--- config.mk ---
export PLATFORM = sky130hd
export DESIGN_NAME = sigmoid_sample_ctrl
export DESIGN_NICKNAME = d
export VERILOG_FILES = /design/src/rtl/sigmoid_sample_ctrl_pkg.sv /design/src/rtl/sigmoid_sample_ctrl_sigmoid.sv /design/src/rtl/sigmoid_sample_ctrl.sv
export SDC_FILE = /design/constraint.sdc
export NUM_CORES = 1
export LEC_CHECK = 0
export CORE_MARGIN = 1
export CORE_UTILIZATION = 50
export DETAILED_ROUTE_END_ITERATION = 8
export PLACE_DENSITY = 0.85
export REMOVE_ABC_BUFFERS = 1
export SLEW_MARGIN = 20
export SYNTH_ARGS = -nofsm -noshare
export SYNTH_HDL_FRONTEND = slang
export SYNTH_SLANG_ARGS = --single-unit
--- constraint.sdc ---
create_clock -name clk -period 2.33 [get_ports clk]
set_clock_uncertainty 0.2 [all_clocks]
set_input_delay 0.466 -clock clk [delete_from_list [all_inputs] [get_ports clk]]
set_output_delay 0.466 -clock clk [all_outputs]
set_load 0.05 [all_outputs]
--- src/rtl/sigmoid_sample_ctrl_pkg.sv ---
// Shared types and constants for the RBM layer sigmoid/sample sequencer.
// Sums are Q8.4 two's complement; probabilities are Q1.7 with 0x80 = 1.0.
package sigmoid_sample_ctrl_pkg;

  localparam int DEF_INPUT_BITLENGTH = 12;
  localparam int DEF_BITLENGTH       = 8;

  typedef enum logic [2:0] {
    ST_IDLE = 3'd0,
    ST_READ = 3'd1,
    ST_CALC = 3'd2,
    ST_EMIT = 3'd3,
    ST_DONE = 3'd4
  } state_t;

  // Piecewise-linear sigmoid breakpoints on |sum| in Q8.4 LSBs (5.0, 2.375, 1.0)
  localparam int SAT_MAG  = 80;
  localparam int HI_MAG   = 38;
  localparam int MID_MAG  = 16;

  // Segment offsets in Q1.7 LSBs: y = |x|/32+0.84375, |x|/8+0.625, |x|/4+0.5
  localparam int HI_OFS   = 108;
  localparam int MID_OFS  = 80;
  localparam int LO_OFS   = 64;
  localparam int PROB_ONE = 128;

endpackage

--- src/rtl/sigmoid_sample_ctrl_sigmoid.sv ---
// Combinational piecewise-linear sigmoid: Q8.4 signed sum in, Q1.7 probability out.
// Negative inputs use the symmetry sigmoid(-x) = 1 - sigmoid(x).
module sigmoid_sample_ctrl_sigmoid
  import sigmoid_sample_ctrl_pkg::*;
#(
  parameter int input_bitlength = DEF_INPUT_BITLENGTH,
  parameter int bitlength       = DEF_BITLENGTH
) (
  input  logic [input_bitlength-1:0] sum,
  output logic [bitlength-1:0]       prob
);

  localparam int MAG_W = input_bitlength + 1;
  localparam logic [MAG_W-1:0] MAG_ONE = MAG_W'(1);

  logic             neg;
  logic [MAG_W-1:0] mag;
  logic [bitlength-1:0] pos;

  always_comb begin
    neg = sum[input_bitlength-1];
    // Extra bit so that the most negative sum still has a representable magnitude
    mag = neg ? ((~{1'b1, sum}) + MAG_ONE) : {1'b0, sum};
    if (mag >= MAG_W'(SAT_MAG)) begin
      pos = bitlength'(PROB_ONE);
    end else if (mag >= MAG_W'(HI_MAG)) begin
      pos = bitlength'(mag[6:2]) + bitlength'(HI_OFS);
    end else if (mag >= MAG_W'(MID_MAG)) begin
      pos = bitlength'(mag[5:0]) + bitlength'(MID_OFS);
    end else begin
      pos = bitlength'({mag[3:0], 1'b0}) + bitlength'(LO_OFS);
    end
    prob = neg ? (bitlength'(PROB_ONE) - pos) : pos;
  end

endmodule

--- src/rtl/sigmoid_sample_ctrl.sv ---
// Walks one layer's pre-activation sums through a single shared sigmoid,
// Bernoulli-samples each unit and streams {idx, prob, bit} while packing h_vec.
module sigmoid_sample_ctrl
  import sigmoid_sample_ctrl_pkg::*;
#(
  parameter int NUM_UNITS       = 16,
  parameter int ADDR_W          = 4,
  parameter int input_bitlength = DEF_INPUT_BITLENGTH,
  parameter int bitlength       = DEF_BITLENGTH
) (
  input  logic                       clk,
  input  logic                       rst_n,
  input  logic                       start,
  output logic                       busy,
  output logic                       done,
  output logic                       sum_rd_en,
  output logic [ADDR_W-1:0]          sum_addr,
  input  logic [input_bitlength-1:0] sum_data,
  input  logic [bitlength-1:0]       rand_data,
  output logic                       rand_next,
  output logic                       smp_valid,
  input  logic                       smp_ready,
  output logic [ADDR_W-1:0]          smp_idx,
  output logic [bitlength-1:0]       smp_prob,
  output logic                       smp_bit,
  output logic [NUM_UNITS-1:0]       h_vec
);

  localparam logic [ADDR_W-1:0] LAST_IDX = ADDR_W'(NUM_UNITS - 1);

  state_t                 state_reg, state_next;
  logic [ADDR_W-1:0]      idx_reg, idx_next;
  logic [bitlength-1:0]   prob_reg;
  logic                   bit_reg;
  logic [NUM_UNITS-1:0]   h_vec_reg, h_vec_next;
  logic [bitlength-1:0]   p;
  logic                   smp_bit_next;
  logic                   clear_pass, accept, last_unit;
  logic                   unused_rand_lsb;

  sigmoid_sample_ctrl_sigmoid #(
    .input_bitlength(input_bitlength),
    .bitlength      (bitlength)
  ) u_sigmoid (
    .sum (sum_data),
    .prob(p)
  );

  // Top bitlength-1 random bits against p gives P(1) = p/128, exact at 0 and 1.0
  assign smp_bit_next    = {1'b0, rand_data[bitlength-1:1]} < p;
  assign unused_rand_lsb = rand_data[0];

  assign clear_pass = (state_reg == ST_IDLE) && start;
  assign accept     = (state_reg == ST_EMIT) && smp_ready;
  assign last_unit  = (idx_reg == LAST_IDX);

  always_ff @(posedge clk or negedge rst_n) begin
    if (!rst_n) state_reg <= ST_IDLE;
    else        state_reg <= state_next;
  end

  always_comb begin
    state_next = state_reg;
    case (state_reg)
      ST_IDLE: if (start) state_next = ST_READ;
      ST_READ: state_next = ST_CALC;
      ST_CALC: state_next = ST_EMIT;
      ST_EMIT: if (smp_ready) state_next = last_unit ? ST_DONE : ST_READ;
      ST_DONE: state_next = ST_IDLE;
      default: state_next = ST_IDLE;
    endcase
  end

  always_comb begin
    busy      = (state_reg != ST_IDLE);
    done      = (state_reg == ST_DONE);
    sum_rd_en = (state_reg == ST_READ);
    rand_next = (state_reg == ST_CALC);
    smp_valid = (state_reg == ST_EMIT);
  end

  always_comb begin
    idx_next = idx_reg;
    if (clear_pass)                idx_next = '0;
    else if (accept && !last_unit) idx_next = idx_reg + ADDR_W'(1);
  end

  genvar gi;
  generate
    for (gi = 0; gi < NUM_UNITS; gi++) begin : g_hvec
      assign h_vec_next[gi] = clear_pass ? 1'b0 :
                              (accept && (idx_reg == ADDR_W'(gi))) ? bit_reg :
                              h_vec_reg[gi];
    end
  endgenerate

  always_ff @(posedge clk or negedge rst_n) begin
    if (!rst_n) begin
      idx_reg   <= '0;
      prob_reg  <= '0;
      bit_reg   <= 1'b0;
      h_vec_reg <= '0;
    end else begin
      idx_reg   <= idx_next;
      h_vec_reg <= h_vec_next;
      if (state_reg == ST_CALC) begin
        prob_reg <= p;
        bit_reg  <= smp_bit_next;
      end
    end
  end

  assign sum_addr = idx_reg;
  assign smp_idx  = idx_reg;
  assign smp_prob = prob_reg;
  assign smp_bit  = bit_reg;
  assign h_vec    = h_vec_reg;

endmodule

Word level (Yosys, flattened, before mapping)
Cells that the tools add are included.

Bits in registers: 32. Input port bits: 24.

Add/subtract/negate cells: 6. Magnitude comparators: 4. Equal/unequal tests: 21. Muxes and demuxes: 43. Bitwise operators: 1. Reduce and logical (&&, ||, !) cells: 41.

Operator list (number): 2-bit nonzero test (17); 4-bit equality test (second input constant) (8); 1-bit 2-to-1 mux (32); 8-bit 2-to-1 mux (4); 1-bit logical AND (19); 5-bit by 7-bit adder with 8-bit output (second input constant) (2); 4-bit by 3-bit equality test with 1-bit output (second input constant) (4); 13-bit by 1-bit adder with 13-bit output (second input constant) (1); 13-bit by 5-bit >= comparator with 1-bit output (second input constant) (1); 13-bit by 6-bit >= comparator with 1-bit output (second input constant) (1); 13-bit by 7-bit >= comparator with 1-bit output (second input constant) (1); 13-bit 2-to-1 mux (1); 13-bit NOT (1); 3-bit case mux with 4 select lines (1); 3-bit 2-to-1 mux (3); 6-bit by 7-bit adder with 8-bit output (second input constant) (1); 4-bit by 2-bit equality test with 1-bit output (second input constant) (2); 7-bit by 8-bit < comparator with 1-bit output (1); 4-bit 2-to-1 mux (2); 8-bit subtractor (first input constant) (1); 3-bit by 2-bit equality test with 1-bit output (second input constant) (2); 4-bit by 1-bit adder with 4-bit output (second input constant) (1); 4-bit by 1-bit equality test with 1-bit output (second input constant) (1); 4-bit logical NOT (1); 8 further kinds (8).

Longest topological paths before layout
Gate-level depths: netlist of run 1.

Word-level depth: 10. Gate-level depth with buffers: 22. Depth with buffers taken out: 22.

Hierarchy
Synthesis of run 1 repeated with hierarchy kept, for this count alone.

Cell total of the unflattened synthesis: 311. Area, all modules: 2849.0 µm².

By module, submodules not included: sigmoid_sample_ctrl (instances 1, cells each 163, area an instance 1709.1 µm², sequential area each 800.8 µm²); sigmoid_sample_ctrl_sigmoid (instances 1, cells each 148, area an instance 1139.8 µm², sequential area each 0.0 µm²).

Worst setup path after synthesis of run 1
Ideal clock, no wire load.

Path kind: input to register. From: in sum_data[0]. To: reg bit_reg (netlist: smp_bit). Setup time: 0.067 ns. Arrival time: 3.986 ns. Required time: 2.063 ns. Slack: -1.923 ns. Cell stages on the path: 22. Path buffers: 0. Cell sequence: inv_1 > ha_1 > nor3b_1 > or3_1 > nand2_1 > ha_1 > nor2b_1 > nand4_2 > o21bai_1 > mux2i_1 > a31o_2 > inv_1 > ha_1 > nand2b_1 > o21ai_1 > xor2_1 > ha_1 > a21o_1 > a211oi_1 > a21oi_1 > o21ai_0 > a311o_1.

Cells in the longest elaborated chain, start to end: 10.

RTL lines: start: declaration (line sigmoid_sample_ctrl.sv:18) `input logic [input_bitlength-1:0] sum_data,`; 13-bit NOT (line sigmoid_sample_ctrl_sigmoid.sv:23) `mag = neg ? ((~{1'b1, sum}) + MAG_ONE) : {1'b0, sum};`; 13-bit by 1-bit adder with 13-bit output (line sigmoid_sample_ctrl_sigmoid.sv:23); 13-bit 2-to-1 mux (*) (line sigmoid_sample_ctrl_sigmoid.sv:23); 13-bit by 5-bit >= comparator with 1-bit output (tied with other cells) (line sigmoid_sample_ctrl_sigmoid.sv:28) `end else if (mag >= MAG_W'(MID_MAG)) begin`; 8-bit 2-to-1 mux (line sigmoid_sample_ctrl_sigmoid.sv:28); 8-bit 2-to-1 mux (line sigmoid_sample_ctrl_sigmoid.sv:26) `end else if (mag >= MAG_W'(HI_MAG)) begin`; 8-bit 2-to-1 mux (*) (line sigmoid_sample_ctrl_sigmoid.sv:24) `if (mag >= MAG_W'(SAT_MAG)) begin`; 8-bit subtractor (line sigmoid_sample_ctrl_sigmoid.sv:33) `prob = neg ? (bitlength'(PROB_ONE) - pos) : pos;`; 8-bit 2-to-1 mux (*) (line sigmoid_sample_ctrl_sigmoid.sv:33); 7-bit by 8-bit < comparator with 1-bit output (*) (line sigmoid_sample_ctrl.sv:50) `assign smp_bit_next = {1'b0, rand_data[bitlength-1:1]} < p;`; end signal: assignment (line sigmoid_sample_ctrl.sv:108) `bit_reg <= smp_bit_next;`; end: declaration (line sigmoid_sample_ctrl.sv:34) `logic bit_reg;`.

Every way passes the cells marked *; elsewhere a longest branch is shown, timed or not. A chain may end at the register's enable or synchronous reset.

Final worst setup path of run 1
From: in sum_data[11]. To: reg bit_reg (netlist: smp_bit).

Cells in the longest elaborated chain, start to end: 10.

RTL lines (line): 13-bit NOT (sigmoid_sample_ctrl_sigmoid.sv:23); 13-bit by 1-bit adder with 13-bit output (sigmoid_sample_ctrl_sigmoid.sv:23); 13-bit 2-to-1 mux (sigmoid_sample_ctrl_sigmoid.sv:23); 13-bit by 5-bit >= comparator with 1-bit output (sigmoid_sample_ctrl_sigmoid.sv:28); 8-bit 2-to-1 mux (sigmoid_sample_ctrl_sigmoid.sv:28); 8-bit 2-to-1 mux (sigmoid_sample_ctrl_sigmoid.sv:26); 8-bit 2-to-1 mux (sigmoid_sample_ctrl_sigmoid.sv:24); 8-bit subtractor (sigmoid_sample_ctrl_sigmoid.sv:33); 8-bit 2-to-1 mux (*) (sigmoid_sample_ctrl_sigmoid.sv:33); 7-bit by 8-bit < comparator with 1-bit output (*) (sigmoid_sample_ctrl.sv:50).

Marks and branches as above.

==> impl_metrics.ini, run 1 <==
[cts]
cts_buffers = 5
insertion_delay_ns = 0.31
cts_tree = done
h-tree-depth = 2
path_clk_slew_ns = 0.09
cts_buffer_depth = 2
holdBufCountCts = 0
clock_sinks = 32
cts_root_buf = clkbuf_8

[logic_synthesis]
synthArstFlopShare_pct = 100
syn-cell-area_sq_um = 2540
synth_edf_count = 0
yosys_warnings = 0
synth_cell_types = 63
synth_top_area_cell = dfrtp_1
syn_area_per_cell_sq_um = 8.48
yosysSeqAreaShare_pct = 31.5
ys.flop_type = dfrtp_1
synthTopCellsByArea = dfrtp_1 (31%), ha_1 (7.9%), nand2_1 (6.1%)
postSynthCellCount = 300
ys_seq_elements = 32
synthDominantCellAreaShare_pct = 31.5

[route]
dr.first_iter.drc_count = 286
firstDrtPassIters = 5
vias_per_cell = 6.10
drt_wl_total_microns = 10400
wire_per_inst_microns = 20.6
postRouteAntennaNets = 0
num_vias = 3086
drc_errors = 0

[place]
dpl.hpwl_microns = 5410
placedCellCount = 475
port-buffer-count = 60
gp_congestion = 0.880

[grt]
grt_pass1_wl_microns = 13800
met1_usage_pct = 37.6
grt_overflow = 0
grt.busiest_layer = met2
grt_pass1_vias = 2914
grt_use_met3_pct = 6.72
grt_max_degree = 33
track_usage_pct = 34.0
antenna_found_initial = 0
grt.met2_usage_pct = 62.3

[critical_path]
arrival_ns = 4.24
cp-start-kind = input port
path_delay_family = compound AO/OA/AOI/OAI gates
critPathMaxStageDelay_ns = 0.35
end_kind = register
critPathKind = input port to register
crit_slowest_cell = xnor2_2
cp.required_ns = 2.38
cp_cell_sequence = dlygate4sd2_1, buf_6, buf_4, nor2b_1, xnor2_2, nand4_4, a31oi_4, nor4_1, a31o_2, inv_2, ha_4, nand2b_4, o21ai_4, xor2_2, ha_1, a21o_1, a211oi_2, a21oi_2, o21ai_1, a311o_1
crit_fanout = 5
crit_buf_inv = 4

[outcome]
status = complete, but fails checks
violations = negative setup slack

[sta]
fmax_mhz = 239
setup_viol = 9
worst_pin_slew_ns = 0.640
hold_ws_ns = 0.310
relSlewSlack_pct = 57.2
finalMaxSlewViolations = 0
rsz0062_at_grt = yes
finalWorstSetupSlack_ns = -1.86
final_hold_viol_count = 0
finalCritPeriodShare_pct = 180
min_period_ns = 4.19

[run]
maxCapViolations = 0

[finish]
drive_gt1_share_pct = 40.5
stdcell_count = 506
fin_nets = 478
antenna_cells = 0
area_growth_pct = 68.4
largest_reg_flops = 16

[power]
p_leak_nw = 1.90
p_per_area_nw_per_um2 = 935
p_total_mw = 4.00
vdd_drop_max_mv = 0.774

[die]
dieArea_sq_um = 5380
core_sq_um = 4820
fp.dieW_microns = 73.3
dieHeight_microns = 73.3
core.rowCount = 25
io_pins = 62
start_util_pct = 52.8

[worst_hold_path]
hp-class = register to register
[cell type report]
class | count | area, sq um
Inverter | 16 | 70.1
Sequential cell | 32 | 801
Tap cell | 67 | 83.8
Multi-Input combinational cell | 231 | 1920
Clock inverter | 3 | 42.5
Clock buffer | 5 | 68.8
Timing Repair Buffer | 152 | 1290
Fill cell | 228 | 534
[what timing repair did]
action                                  in CTS  in global routing
setup buffers                               10                 15
pin swaps                                   23                 35
endpoints found under the setup margin       9                 10
gates cloned                                 0                  0
resized for setup                           63                 41
[Yosys cell counts, drive strengths merged (2+ instances only)]
master / count
nand2: 42
dfrtp: 32
a21oi: 21
nand3: 21
nor2: 19
ha: 16
inv: 16
clkbuf: 14
o21ai: 13
buf: 7
nor3: 7
mux2i: 6
nand2b: 6
nor2b: 6
or3: 6
and2: 5
xor2: 5
nand4: 4
xnor2: 4
a211oi: 3
a21o: 3
a31oi: 3
nor3b: 3
nor4: 3
o2111ai: 3
o21bai: 3
a311oi: 2
a41oi: 2
and3: 2
and3b: 2
o21a: 2
o32ai: 2
o41ai: 2
[worst register-to-register path, delay by kind of cell (launching register included)]
kind	cells	cell delay [ns]
DFF	1	0.43
and+or+nand+nor	5	0.99
muxes	1	0.19
[where the power goes]
group          internal [mW]  switching, mW
Combinational          0.866           1.59
Clock                  0.317          0.248
Sequential             0.742          0.240
[through the flow]
stage          util, %  TNS, ns  instance area (sq um)  worst slack, ns
2_1_floorplan        -    -9.06                   2440            -1.93
3_3_place_gp      75.4   -13.97                   3630            -2.37
3_5_place_dp      75.4   -15.31                   3630            -2.60
4_1_cts           83.9    -8.49                   4040            -1.67
5_1_grt           88.9   -10.29                   4280            -1.98
6_report          88.9    -9.41                   4280            -1.86
[path summary, 6_finish.rpt]
check                              from     endpoint  slack [ns]  cells past startpoint
max in group asynchronous         rst_n   smp_idx[1]        1.26                      2
max                        sum_data[11]      smp_bit       -1.86                     20
max reg2reg                state_reg[2]    h_vec[15]        0.40                      6
min in group asynchronous         rst_n  smp_prob[6]        0.35                      2
min                         smp_prob[7]  smp_prob[7]        0.31                      1
min reg2reg                 smp_prob[7]  smp_prob[7]        0.31                      1
[metal layers]
layer	routed length (microns)	vias to the layer above
li1	-	1336
met4	760	0
met3	704	65
met2	5070	210
met5	0	-
met1	3890	1475
[layout by cell type (no fill, tap or decap), types with 6 or more instances in the layout]
cell / instances
buf_4: 95
clkdlybuf4s50_1: 41
ha_1: 12
buf_6: 6
o21ai_0: 6
nand2_1: 39
a21oi_1: 18
nor2_1: 16
dfrtp_1: 32
nand3_1: 21
inv_1: 9
[logic make-up (layout without fill, tap and decap cells)]
family                   after synthesis  after routing  share of synthesized area (%)
AO/OA/AOI/OAI                         70             70                           21.8
adder cells (fa/ha/maj)               16             16                           7.87
buffers and inverters                 37            176                           6.54
XOR/XNOR                               9              9                           3.39
multiplexers                           7              7                           2.80
AND/OR/NAND/NOR                      129            129                           26.1
flip-flops                            32             32                           31.5
Note: power is estimated with default switching activity, not from simulation.
==> run 2, diff against run 1 <==
PLACE_DENSITY = 0.81   (was 0.85)
==> run 2 against run 1 <==
Compared with the run above: the run ends with design-rule violations, negative setup slack left; worst hold slack better by 0.030 ns; final cell count is 4.2% higher; via count is 26% higher; sequential cell count stayed put; worst setup slack worse by 0.18 ns; critical endpoint unchanged.
==> impl_metrics.ini, run 2 (same netlist as run 1, synthesis figures left out) <==
[critical_path]
crit_fanout = 5
arrival_ns = 4.37
critPathLaunch = sum_data[11]
end_kind = register
cp.required_ns = 2.33
r2r-start = state_reg[2]
reg2reg_depth = 6
r2r_end = h_vec[14]
critPathKind = input port to register
cp-endpoint = smp_bit
r2r_slack_ns = 0.08
cp-start-kind = input port

[route]
wire_per_inst_microns = 29.6
vias_per_cell = 7.39
drt_wl_total_microns = 15600
num_vias = 3897
firstDrtPassIters = 9
dr.first_iter.drc_count = 1013
drc_errors = 57
postRouteAntennaNets = 0

[grt]
track_usage_pct = 44.4
antenna_found_initial = 0
grt_pass1_wl_microns = 17400
grt_max_degree = 33
grt_pass1_vias = 3325
grt_overflow = 0

[power]
p_leak_nw = 2.01
vdd_drop_max_mv = 0.693
p_per_area_nw_per_um2 = 958

[cts]
cts_root_buf = clkbuf_8
cts_buffers = 5
insertion_delay_ns = 0.31
h-tree-depth = 2
holdBufCountCts = 0
cts_tree = done
cts_buffer_depth = 2
path_clk_slew_ns = 0.10
clock_sinks = 32

[finish]
fin_util_pct = 94.9
layout_commonest_cell = buf_4
antenna_cells = 0
multi_input_area_sq_um = 2040
layout_common_cells = buf_4 (110), clkdlybuf4s50_1 (41), nand2_1 (40)
drive_gt1_share_pct = 45.7
area_growth_pct = 79.7
final_area_sq_um = 4570
num-fill-cells = 134
fin_nets = 499
largest_reg_flops = 16
seq_area_sq_um = 801

[run]
maxCapViolations = 0

[sta]
finalWorstSetupSlack_ns = -2.04
final_hold_viol_count = 0
min_period_ns = 4.37
fmax_mhz = 229
hold_ws_ns = 0.339
finalMaxSlewViolations = 0
finalCritPeriodShare_pct = 187
relSlewSlack_pct = 50.9
rsz0062_at_grt = yes
finalSetupTns_ns = -11.92
worst_pin_slew_ns = 0.734
setup_viol = 10

[place]
post_dp_cell_area_sq_um = 3600
pre_cts_ws_ns = -2.59
dpl.hpwl_microns = 5330
port-buffer-count = 60
gp_congestion = 0.912

[worst_hold_path]
hp-class = register to register
hold_start = h_vec[11]

[die]
io_pins = 62
core_sq_um = 4820
fp.dieW_microns = 73.3
core.rowCount = 25
start_util_pct = 52.8
dieArea_sq_um = 5380
dieHeight_microns = 73.3

[outcome]
violations = design-rule violations, negative setup slack
status = complete, but fails checks
==> run 2: cell count changes in the layout (fill, tap and decap cells not counted), sizes merged <==
cell and delta:
buf +22, clkinvlp -1, dlygate4sd2 +1, dlymetal6s2s -1
==> run 2: worst min path at each step <==
stage,to,cells after the start
floorplan,h_vec[0],0
global placement,smp_prob[0],2
detailed placement,smp_prob[0],2
CTS,smp_prob[0],2
global route,smp_prob[1],2
finish,h_vec[11],2
==> run 2: area by class of cell <==
cell class | instances | share of cell area [%]
repair buffers | 173 | 32.2
well taps | 67 | 1.83
inverters | 16 | 1.53
multi-input cells | 231 | 44.6
clock buffers | 6 | 1.59
clock inverters | 2 | 0.766
flip-flops and latches | 32 | 17.5
==> run 2: power by group <==
group / total [mW] / switching, mW / leakage, nW / internal (mW)
combinational: 2.80 / 1.86 / 1.54 / 0.938
clock: 0.575 / 0.256 / 0.0552 / 0.318
sequential: 1.01 / 0.264 / 0.423 / 0.742
total: 4.38 / 2.38 / 2.01 / 2.00
==> run 2: per-stage QoR <==
step	total power, mW	instances
after floorplan	2.33	279
after global placement	3.16	471
after detailed placement	3.22	471
after CTS	3.88	511
after global routing	4.48	527
final	4.38	527
==> run 2: worst max-delay path, cell delays in order <==
cell and delay (ns):
dlygate4sd2_1 0.27, inv_2 0.10, buf_4 0.20, o21ai_2 0.29, nand2_4 0.12, ha_4 0.17, nor2b_4 0.13, nand4_4 0.11
o21bai_4 0.08, buf_4 0.15, a311oi_4 0.34, nand2b_4 0.22, ha_4 0.16, nand2b_4 0.07, o41ai_2 0.30, xor2_1 0.26
ha_2 0.27, nor2_1 0.11, a21oi_2 0.13, o21ai_1 0.07, a311o_1 0.33
==> run 2: repair_timing <==
| item | in CTS | in global routing |
|---|---|---|
| buffers inserted | 33 | 20 |
| gates resized for setup | 83 | 46 |
| endpoints found under the setup margin | 9 | 10 |
| pin swaps | 44 | 39 |
| hold endpoints to repair | 0 | 0 |
==> run 2: metal layers <==
layer	global-route usage, %	vias to the layer above	wire length [microns]
li1	-	1382	-
met1	50.9	1746	4850
met2	73.0	555	6410
met3	11.4	214	2450
met4	30.1	0	1870
met5	0	-	0
